`config.mk`:
```
export PLATFORM = sky130hd
export DESIGN_NAME = out_bus_arbiter_flat
export DESIGN_NICKNAME = d
export VERILOG_FILES = /design/src/rtl/out_bus_arbiter_if.sv /design/src/rtl/out_bus_arbiter.sv /design/src/flat_wrapper.sv
export SDC_FILE = /design/constraint.sdc
export NUM_CORES = 1
export LEC_CHECK = 0
export ABC_AREA = 1
export CORE_AREA = 3 3 50 52
export CTS_CLUSTER_DIAMETER = 100
export DETAILED_ROUTE_END_ITERATION = 12
export DIE_AREA = 0 0 53 55
export PLACE_DENSITY = 0.77
export REMOVE_ABC_BUFFERS = 1
export SKIP_CTS_REPAIR_TIMING = 1
export SYNTH_ARGS = -nofsm -noshare
export SYNTH_HDL_FRONTEND = slang
export SYNTH_SLANG_ARGS = --single-unit
```
`constraint.sdc`:
```
create_clock -name clk -period 1.6 [get_ports clk]
set_clock_uncertainty 0.1 [all_clocks]
set_input_delay 0.4 -clock clk [delete_from_list [all_inputs] [get_ports clk]]
set_output_delay 0.4 -clock clk [all_outputs]
set_load 0.01 [all_outputs]
```
`src/rtl/out_bus_arbiter_if.sv`:
```
// Handshake bundle for the three-requester output bus arbiter.
// The lock field exists only when ARB_LOCK_EN is defined.
interface out_bus_arbiter_if;
  logic [2:0] req;
  logic [7:0] data0;
  logic [7:0] data1;
  logic [7:0] data2;
  logic [2:0] grant;
  logic [7:0] bus_out;
  logic       busy;
`ifdef ARB_LOCK_EN
  logic [2:0] lock;
`endif

  modport master (
`ifdef ARB_LOCK_EN
    output lock,
`endif
    output req, data0, data1, data2,
    input  grant, bus_out, busy
  );

  modport slave (
`ifdef ARB_LOCK_EN
    input  lock,
`endif
    input  req, data0, data1, data2,
    output grant, bus_out, busy
  );
endinterface

```
`src/rtl/out_bus_arbiter.sv`:
```
// Round-robin arbiter for one shared 8-bit output bus with minimum dwell and a one-cycle gap.
// Optional feature macro ARB_LOCK_EN adds a per-requester lock that defers contested yielding.
module out_bus_arbiter #(
  parameter int HOLD_CYCLES = 4
) (
  input  logic               clk,
  input  logic               rst_n,
  out_bus_arbiter_if.slave   bus
);

  typedef enum logic [1:0] {
    IDLE = 2'd0,
    HOLD = 2'd1,
    GAP  = 2'd2
  } state_t;

  localparam logic [3:0] CNT_MAX = 4'(HOLD_CYCLES - 1);

  state_t     state_reg;
  logic [3:0] cnt_reg;
  logic [1:0] last_reg;
  logic [2:0] grant_reg;

  logic [1:0] winner;
  logic       holder_req;
  logic       contested;
  logic       locked;

  // First requesting index after last, searching modulo 3.
  function automatic logic [1:0] next_winner(input logic [2:0] r, input logic [1:0] l);
    logic [1:0] w;
    w = 2'd0;
    case (l)
      2'd0:    w = r[1] ? 2'd1 : (r[2] ? 2'd2 : 2'd0);
      2'd1:    w = r[2] ? 2'd2 : (r[0] ? 2'd0 : 2'd1);
      default: w = r[0] ? 2'd0 : (r[1] ? 2'd1 : 2'd2);
    endcase
    return w;
  endfunction

  assign winner     = next_winner(bus.req, last_reg);
  assign holder_req = bus.req[last_reg];
  assign contested  = |(bus.req & ~grant_reg);

`ifdef ARB_LOCK_EN
  assign locked = bus.lock[last_reg];
`else
  assign locked = 1'b0;
`endif

  always_ff @(posedge clk or negedge rst_n) begin
    if (!rst_n) begin
      state_reg <= IDLE;
      cnt_reg   <= 4'd0;
      last_reg  <= 2'd2;
      grant_reg <= 3'b000;
    end else begin
      case (state_reg)
        IDLE, GAP: begin
          if (|bus.req) begin
            grant_reg <= 3'b001 << winner;
            last_reg  <= winner;
            cnt_reg   <= 4'd0;
            state_reg <= HOLD;
          end else begin
            grant_reg <= 3'b000;
            state_reg <= IDLE;
          end
        end
        HOLD: begin
          if (!holder_req) begin
            grant_reg <= 3'b000;
            state_reg <= GAP;
          end else if (contested && (cnt_reg == CNT_MAX) && !locked) begin
            grant_reg <= 3'b000;
            state_reg <= GAP;
          end else if (cnt_reg != CNT_MAX) begin
            // Saturating dwell counter: an uncontested holder may keep the bus forever.
            cnt_reg <= cnt_reg + 4'd1;
          end
        end
        default: begin
          grant_reg <= 3'b000;
          state_reg <= IDLE;
        end
      endcase
    end
  end

  // Grant is one-hot or zero, so an AND-OR mux yields 8'h00 when nobody holds the bus.
  logic [7:0] data_arr   [3];
  logic [7:0] masked_arr [3];

  assign data_arr[0] = bus.data0;
  assign data_arr[1] = bus.data1;
  assign data_arr[2] = bus.data2;

  for (genvar gi = 0; gi < 3; gi++) begin : g_mux
    assign masked_arr[gi] = grant_reg[gi] ? data_arr[gi] : 8'h00;
  end

  assign bus.bus_out = masked_arr[0] | masked_arr[1] | masked_arr[2];
  assign bus.grant   = grant_reg;
  assign bus.busy    = (state_reg != IDLE);

endmodule

```
`src/flat_wrapper.sv`:
```
// flat-port wrapper written by rule: the top's interface ports become plain ports
module out_bus_arbiter_flat 
#(
  parameter int HOLD_CYCLES = 4
)
  (clk, rst_n, bus_req, bus_data0, bus_data1, bus_data2, bus_grant, bus_bus_out, bus_busy);
  out_bus_arbiter_if bus_i ();
  input  logic clk;
  input  logic rst_n;
  input wire logic [$bits(bus_i.req)-1:0] bus_req;
  input wire logic [$bits(bus_i.data0)-1:0] bus_data0;
  input wire logic [$bits(bus_i.data1)-1:0] bus_data1;
  input wire logic [$bits(bus_i.data2)-1:0] bus_data2;
  output wire logic [$bits(bus_i.grant)-1:0] bus_grant;
  output wire logic [$bits(bus_i.bus_out)-1:0] bus_bus_out;
  output wire logic [$bits(bus_i.busy)-1:0] bus_busy;
  assign bus_i.req = bus_req;
  assign bus_i.data0 = bus_data0;
  assign bus_i.data1 = bus_data1;
  assign bus_i.data2 = bus_data2;
  assign bus_grant = bus_i.grant;
  assign bus_bus_out = bus_i.bus_out;
  assign bus_busy = bus_i.busy;
  out_bus_arbiter #(.HOLD_CYCLES(HOLD_CYCLES)) u_core (.clk(clk), .rst_n(rst_n), .bus(bus_i));
endmodule
```
## Word-level counts from Yosys, hierarchy flattened

Index checks and enable logic that the tools add are counted.

- Output and inout bits: 12
- Flip-flop bits (word level): 11
- Logic and storage cells: 56
- Bits of input ports: 29

- Order comparisons: 1
- Reduce and logical (&&, ||, !) cells: 10
- Shift-type cells: 1
- Eq/ne operators: 10
- Bitwise logic cells: 4
- Mux-type cells: 25
- Add/subtract/negate cells: 1

Operators with widths:

| kind | count |
|---|---|
| $mux W8 | 3 |
| $mux W4 | 4 |
| $or A8 B8 Y8 | 2 |
| $mux W2 | 7 |
| $mux W3 | 3 |
| $pmux W2 S2 | 2 |
| $pmux W4 S2 | 1 |
| $ne A2 B1 Y1 const B | 3 |
| $pmux W3 S2 | 1 |
| $reduce_or A3 Y1 | 2 |
| $reduce_and A5 Y1 | 1 |
| $add A4 B1 Y4 const B | 1 |
| $eq A2 B1 Y1 const B | 2 |
| $eq A4 B2 Y1 const B | 1 |
| $logic_not A2 Y1 | 2 |
| $ne A4 B2 Y1 const B | 1 |
| $reduce_bool A2 Y1 | 2 |
| $and A3 B3 Y3 | 1 |
| $lt A2 B3 Y1 const B | 1 |
| $mux W1 | 3 |
| $ne A3 B3 Y1 const B | 1 |
| $not A3 Y3 | 1 |
| $shl A1 B2 Y3 const A | 1 |
| $bmux W1 S2 | 1 |
| other kinds (5) | 5 |

## Logic depth before layout (Yosys ltp)

Gate-level depths: netlist of run 1.

- Word-level depth: 7
- Mapped depth: 8
- Depth with buffers taken out: 8

## Worst setup path before layout of run 1

OpenSTA, ideal clock, no wires.

- Kind: register to register
- Start: register u_core.cnt_reg[0]
- End: register u_core.cnt_reg[0]
- Path slack: 0.346 ns
- Data arrival time: 1.037 ns
- Stages on the path, launching flop included: 8
- Period minus slack after synthesis: 1.254 ns
- Path buffers: 0
- Data required time: 1.383 ns
- Setup time: 0.117 ns
- Cell sequence: dfrtp_1 > ha_1 > nand2_1 > nor2_4 > nor2_8 > nand2_4 > nand3_1 > nand2_1

- Cells in the longest elaborated chain, start to end: 5
- Elaborated cells between the ends (all ways): 11
- Those cells by class: 1 x add/sub; 4 x eq/ne; 4 x mux; 2 x reduce/logical

Ends and longest elaborated chain:

| item | RTL line | RTL |
|---|---|---|
| from (decl) | out_bus_arbiter.sv:20 | `logic [3:0] cnt_reg;` |
| from (signal assigned) | out_bus_arbiter.sv:79 | `cnt_reg <= cnt_reg + 4'd1;` |
| $add A4 B1 Y4 | out_bus_arbiter.sv:79 |  |
| $mux W4 | out_bus_arbiter.sv:77 | `end else if (cnt_reg != CNT_MAX) begin` |
| $mux W4 | out_bus_arbiter.sv:74 | `end else if (contested && (cnt_reg == CNT_MAX) && !locked) begin` |
| $mux W4 | out_bus_arbiter.sv:71 | `if (!holder_req) begin` |
| $pmux W4 S2 | out_bus_arbiter.sv:58 | `case (state_reg)` |

Several ways; a longest one is shown, not always the timed one. The select of a mux whose other input is x is not followed.
A chain may end at the register's enable or synchronous reset.

## Worst setup path in the final report of run 1

- Start: input port bus_data0[6]
- End: output port bus_bus_out[6]

- Cells in the longest elaborated chain, start to end: 3

Ends and longest elaborated chain:

| item | RTL line | RTL |
|---|---|---|
| from (decl) | flat_wrapper.sv:11 | `input wire logic [$bits(bus_i.data0)-1:0] bus_data0;` |
| $mux W8 | out_bus_arbiter.sv:99 | `assign masked_arr[gi] = grant_reg[gi] ? data_arr[gi] : 8'h00;` |
| $or A8 B8 Y8 (2 in series) | out_bus_arbiter.sv:102 | `assign bus.bus_out = masked_arr[0] \| masked_arr[1] \| masked_arr[2];` |
| to (decl) | flat_wrapper.sv:15 | `output wire logic [$bits(bus_i.bus_out)-1:0] bus_bus_out;` |

No other way between the ends.

==> results.yml, run 1 <==
floorplan:
  core_um2: 2150
  pin_count: 41
  die-area_um2: 2920
  die_y_um: 55
  start_util_pct: 38.2
  die_w_um: 53
  core.rowCount: 17
logic_synthesis:
  synth.area.top_cells: "dfrtp_1 (30%), nand2_1 (21%), nand3_1 (10%)"
  syn_area_per_cell_um2: 6.96
  ys_warn_count: 0
  seq_area_frac_synth_pct: 33.7
  ys_seq_elements: 11
  ys_types: 21
  synth_top_cell_by_area: "dfrtp_1"
  syn_inst: 118
  syn_area_um2: 821
  synthDominantCellAreaShare_pct: 30.5
finish:
  drive_gt1_share_pct: 27.2
  fin_nets: 204
  largest_reg_flops: 4
  layout_common_cells: "nand2_1 (43), clkdlybuf4s50_1 (27), nand3_1 (16)"
  design_area_um2: 1370
  fin_cells: 201
  final_common_cell: "nand2_1"
  area_growth_pct: 66.9
  antenna_cells: 0
placement:
  portBuffers: 40
  gp_congestion: 0.749
  placed_area_um2: 1280
  dp.final_hpwl_mm: 1.79
  dp_cells: 189
clocking:
  clk_pin_slew_ns: 0.06
  clock_tree.root_cell: "clkbuf_4"
  worstSkewPairLatency_ns: 0.27
  clock_sinks: 11
  cts_tree: "done"
  numCtsBuffers: 3
  clock_tree.buffer_depth: 2
  htreeDepth: 1
global_route:
  grt_max_degree: 11
  grt_overflow: 0
  antenna_found_initial: 0
  grt_pass1_wl_mm: 3.23
  grt_use_total_pct: 15.2
  grt_pass1_vias: 793
run_status:
  status: "finished with violations"
  violations: "negative setup slack"
detailed_routing:
  wirelength_mm: 2.25
  wl_met3_um: 320
  wl_met2_um: 995
  avgRoutedWirePerCell_um: 11.2
  drc: 0
  viasPerCell: 4.71
  dr.max_layer_used: "met4"
  drtPass1Iterations: 4
  via_count: 946
  ant_nets: 0
  drt_iter0_drc: 7
  wl_met1_um: 911
timing:
  setup_ws_ns: -0.0362
  fmax_mhz: 611
  fin_crit_ns: 1.64
  min_period_over_period_pct: 102
  slew_headroom_pct: 84.3
  finalMaxSlewViolations: 0
  setup_viol: 8
  worst_slew_pin_slew_ns: 0.234
  rsz0062_at_grt: "true"
  worst_hold_slack_ns: 0.244
  hold_viol: 0
critical_path:
  r2r_setup_slack_ns: 0.26
  reg2reg_depth: 7
  worstSetupPathType: "in2out"
  r2r-end: "u_core.cnt_reg[1]$_DFFE_PN0P_"
  worstPathMaxFanout: 1
  critPathLaunchType: "input pin"
  cp.arrival_ns: 1.14
  worst_r2r_startpoint: "u_core.cnt_reg[0]$_DFFE_PN0P_"
  cp.required_ns: 1.10
  critPathCaptureType: "output port"
flow_run:
  drv_cap: 0
pwr:
  irDropWorstVdd_mv: 1.02
  p_per_area_nw_per_um2: 1470
  leakagePower_nw: 0.754
  fin_total_pwr_mw: 2.01
hold_path:
  hp-class: "in2async"
report_power, final:
part           internal, mW  switching [mW]
registers             0.396          0.0979
clock network        0.0965          0.0893
logic                 0.634           0.696
total                  1.13           0.883
area by class of cell:
cell class	count	area, um2
clock buffer	4	26.3
fill	172	778
inverter	15	56.3
multi-input combinational	89	480
sequential	11	280
tap	28	35.0
timing repair buffer	54	492
how the worst max path moves through the flow:
stage                                    start                             to  slack (ns)  cells after the start
2_1_floorplan    u_core.cnt_reg[0]$_DFFE_PN0P_  u_core.cnt_reg[0]$_DFFE_PN0P_        0.35                      7
3_3_place_gp                      bus_data0[5]                 bus_bus_out[5]       -0.44                      4
3_5_place_dp                      bus_data0[5]                 bus_bus_out[5]       -0.45                      4
4_1_cts                           bus_data0[5]                 bus_bus_out[5]       -0.46                      4
5_1_grt        u_core.bus.grant[0]$_DFFE_PN0P_                 bus_bus_out[6]       -0.07                      4
6_report                          bus_data0[6]                 bus_bus_out[6]       -0.04                      4
per-layer routing:
layer  track usage [%]  vias to the layer above
met5                 0                        -
met4              5.11                        0
met3              6.43                        6
met2              29.1                       43
met1              14.5                      414
li1                  -                      483
cells in the mapped netlist, drive strengths merged:
cell,count
buf,3
nand2,51
nor2,6
nand4,3
o21ai,4
dfrtp,10
nand3b,1
inv,15
dfstp,1
nand3,19
a21oi,2
xor2,2
ha,1
logic make-up (layout without fill, tap and decap cells):
| kind of cell | Yosys count | in the layout | synth area share (%) |
|---|---|---|---|
| and+or+nand+nor | 80 | 80 | 48.0 |
| buffers and inverters | 18 | 73 | 9.60 |
| DFF | 11 | 11 | 33.7 |
| AOI/OAI and AO/OA | 6 | 6 | 5.03 |
| xor gates and xnor gates | 2 | 2 | 2.13 |
| adders and majority gates | 1 | 1 | 1.52 |
critical path, stage by stage:
cell	delay [ns]
clkdlybuf4s50_1	0.46
nand2_1	0.05
nand3_1	0.08
clkbuf_2	0.14
per-stage QoR:
stage / utilization (%) / TNS (ns) / setup WS (ns)
3_3_place_gp: 59.5 / -3.92 / -0.444
6_report: 63.8 / -0.130 / -0.0362
2_1_floorplan: - / 0 / 0.346
4_1_cts: 60.7 / -4.64 / -0.458
5_1_grt: 63.8 / -0.425 / -0.0679
3_5_place_dp: 59.5 / -4.28 / -0.451
Power figures use the tool's default switching activity.
==> inputs of run 2 (changes only) <==
--- a/config.mk
+++ b/config.mk
@@ -6,10 +6,13 @@
 export NUM_CORES = 1
 export LEC_CHECK = 0
 export ABC_AREA = 1
-export CORE_AREA = 3 3 50 52
+export CELL_PAD_IN_SITES_DETAIL_PLACEMENT = 1
+export CELL_PAD_IN_SITES_GLOBAL_PLACEMENT = 2
+export CORE_AREA = 3 3 69 71
 export CTS_CLUSTER_DIAMETER = 100
 export DETAILED_ROUTE_END_ITERATION = 12
-export DIE_AREA = 0 0 53 55
+export DIE_AREA = 0 0 72 74
+export GPL_TIMING_DRIVEN = 1
 export PLACE_DENSITY = 0.77
 export REMOVE_ABC_BUFFERS = 1
 export SKIP_CTS_REPAIR_TIMING = 1
==> run 2 against run 1 <==
The flow still finishes with violations (negative setup slack). Largest power group unchanged. Setup slack better by 0.0098 ns. Cell count increased by 11%. Routed wire length grew 32%. Sequential share of layout area shrank 1.4 points. Flip-flop and latch count stayed put. Count of clock-buffer cells in the layout did not move. Global-route usage shrank 4.3 points. Maximum frequency grew 0.60%.
==> results.yml, run 2 (same netlist as run 1, synthesis figures left out) <==
pwr:
  fin_total_pwr_mw: 2.17
  irDropWorstVdd_mv: 0.553
  p_per_area_nw_per_um2: 1480
  leakagePower_nw: 0.902
floorplan:
  die_w_um: 72
  die_y_um: 74
  core_um2: 4290
  pin_count: 41
  start_util_pct: 19.1
  core.rowCount: 24
  die-area_um2: 5330
detailed_routing:
  via_count: 974
  drt_iter0_drc: 8
  drc: 0
  ant_nets: 0
  wirelength_mm: 2.98
  viasPerCell: 4.37
  drtPass1Iterations: 4
  avgRoutedWirePerCell_um: 13.3
timing:
  slew_headroom_pct: 83.4
  setup_ws_ns: -0.0264
  setup_viol: 3
  finalMaxSlewViolations: 0
  fmax_mhz: 615
  finalSetupTns_ns: -0.0642
  rsz0062_at_grt: "true"
  hold_viol: 0
  fin_crit_ns: 1.63
  worst_slew_pin_slew_ns: 0.249
  min_period_over_period_pct: 102
run_status:
  status: "finished with violations"
  violations: "negative setup slack"
critical_path:
  worstSetupPathType: "in2out"
  cp_top_family: "buffers and inverters"
  worst_r2r_startpoint: "u_core.cnt_reg[0]$_DFFE_PN0P_"
  cp_cell_sequence: "clkdlybuf4s50_1 > nand2_1 > nand3_1 > buf_2"
  cp.required_ns: 1.10
  critPathCaptureType: "output port"
  max_stage_delay_ns: 0.46
  slowest_stage: "clkdlybuf4s50_1"
  worstPathMaxFanout: 1
  cp.arrival_ns: 1.13
  startpoint: "bus_data1[6]"
  critPathLaunchType: "input pin"
  critPathBufInv: 2
clocking:
  numCtsBuffers: 3
  cts_tree: "done"
  clk_pin_slew_ns: 0.05
  clock_tree.root_cell: "clkbuf_8"
  clock_tree.buffer_depth: 2
  worstSkewPairLatency_ns: 0.24
  clock_sinks: 11
  htreeDepth: 1
finish:
  largest_reg_flops: 4
  final_common_cell: "nand2_1"
  layout_common_cells: "nand2_1 (40), dlymetal6s2s_1 (20), nand3_1 (15)"
  nFillCells: 525
  regArea_um2: 280
  drive_gt1_share_pct: 28.7
  fin_nets: 202
  area_growth_pct: 79.3
  antenna_cells: 0
  multi_input_area_um2: 493
global_route:
  antenna_found_initial: 0
  grt_max_degree: 12
  grt_pass1_vias: 1021
  grt_overflow: 0
  grt_pass1_wl_mm: 4.54
  grt_use_total_pct: 10.9
hold_path:
  hp-class: "in2async"
placement:
  portBuffers: 40
  gp_congestion: 0.808
  dp.final_hpwl_mm: 2.31
flow_run:
  drv_cap: 0
==> run 2: cell types whose count changed in the layout (fill, tap and decap cells not counted), moves of 4 or more <==
| cell | before | now |
|---|---|---|
| dlymetal6s2s_1 | 5 | 20 |
| clkdlybuf4s50_1 | 27 | 12 |
| buf_6 | 3 | 7 |
| buf_2 | 1 | 6 |
| clkbuf_2 | 6 | 0 |
| buf_4 | 12 | 7 |
==> run 2: area by class of cell <==
type,count,share of cell area (%)
inverter,15,3.83
timing repair buffer,52,36.1
tap,52,4.42
multi-input combinational,89,33.5
sequential,11,19.0
clock buffer,4,3.06
==> run 2: worst paths after layout <==
check	to	slack (ns)	cells after the start
min in group clk	u_core.cnt_reg[3]$_DFFE_PN0P_	0.41	2
worst max-delay path	bus_bus_out[6]	-0.03	4
worst min register to register	u_core.cnt_reg[3]$_DFFE_PN0P_	0.41	2
max in group asynchronous	u_core.last_reg[1]$_DFFE_PN1P_	0.80	2
worst min-delay path	u_core.state_reg[0]$_DFFE_PN0P_	0.37	2
worst max register to register	u_core.cnt_reg[1]$_DFFE_PN0P_	0.25	7
==> run 2: where the power goes <==
group	total [mW]	switching (mW)	internal [mW]
Clock	0.284	0.109	0.175
Sequential	0.514	0.117	0.397
Combinational	1.38	0.734	0.641
==> run 2: layer usage <==
metal / global-route usage (%) / routed length [um] / up-vias
li1: - / - / 475
met1: 12.7 / 1290 / 450
met2: 19.6 / 1430 / 43
met3: 1.62 / 205 / 6
met4: 5.01 / 54 / 0
met5: 0 / 0 / -
==> run 2: metrics by stage <==
stage	area, um2	util (%)	hold WS (ns)	instances	worst slack (ns)
6_report	1470	34.3	0.371	223	-0.0264
5_1_grt	1470	34.3	0.390	223	-0.0857
4_1_cts	1360	31.7	0.381	218	-0.481
3_5_place_dp	1320	30.7	0.400	214	-0.484
3_3_place_gp	1320	30.7	0.384	214	-0.457
2_1_floorplan	798	-	0.00441	115	0.346
==> inputs of run 3 (changes only) <==
--- a/config.mk
+++ b/config.mk
@@ -16,6 +16,7 @@
 export PLACE_DENSITY = 0.77
 export REMOVE_ABC_BUFFERS = 1
 export SKIP_CTS_REPAIR_TIMING = 1
+export SLEW_MARGIN = 15
 export SYNTH_ARGS = -nofsm -noshare
 export SYNTH_HDL_FRONTEND = slang
 export SYNTH_SLANG_ARGS = --single-unit
==> results of run 3 <==
Final layout, timing and power as in run 2 (identical DEF).
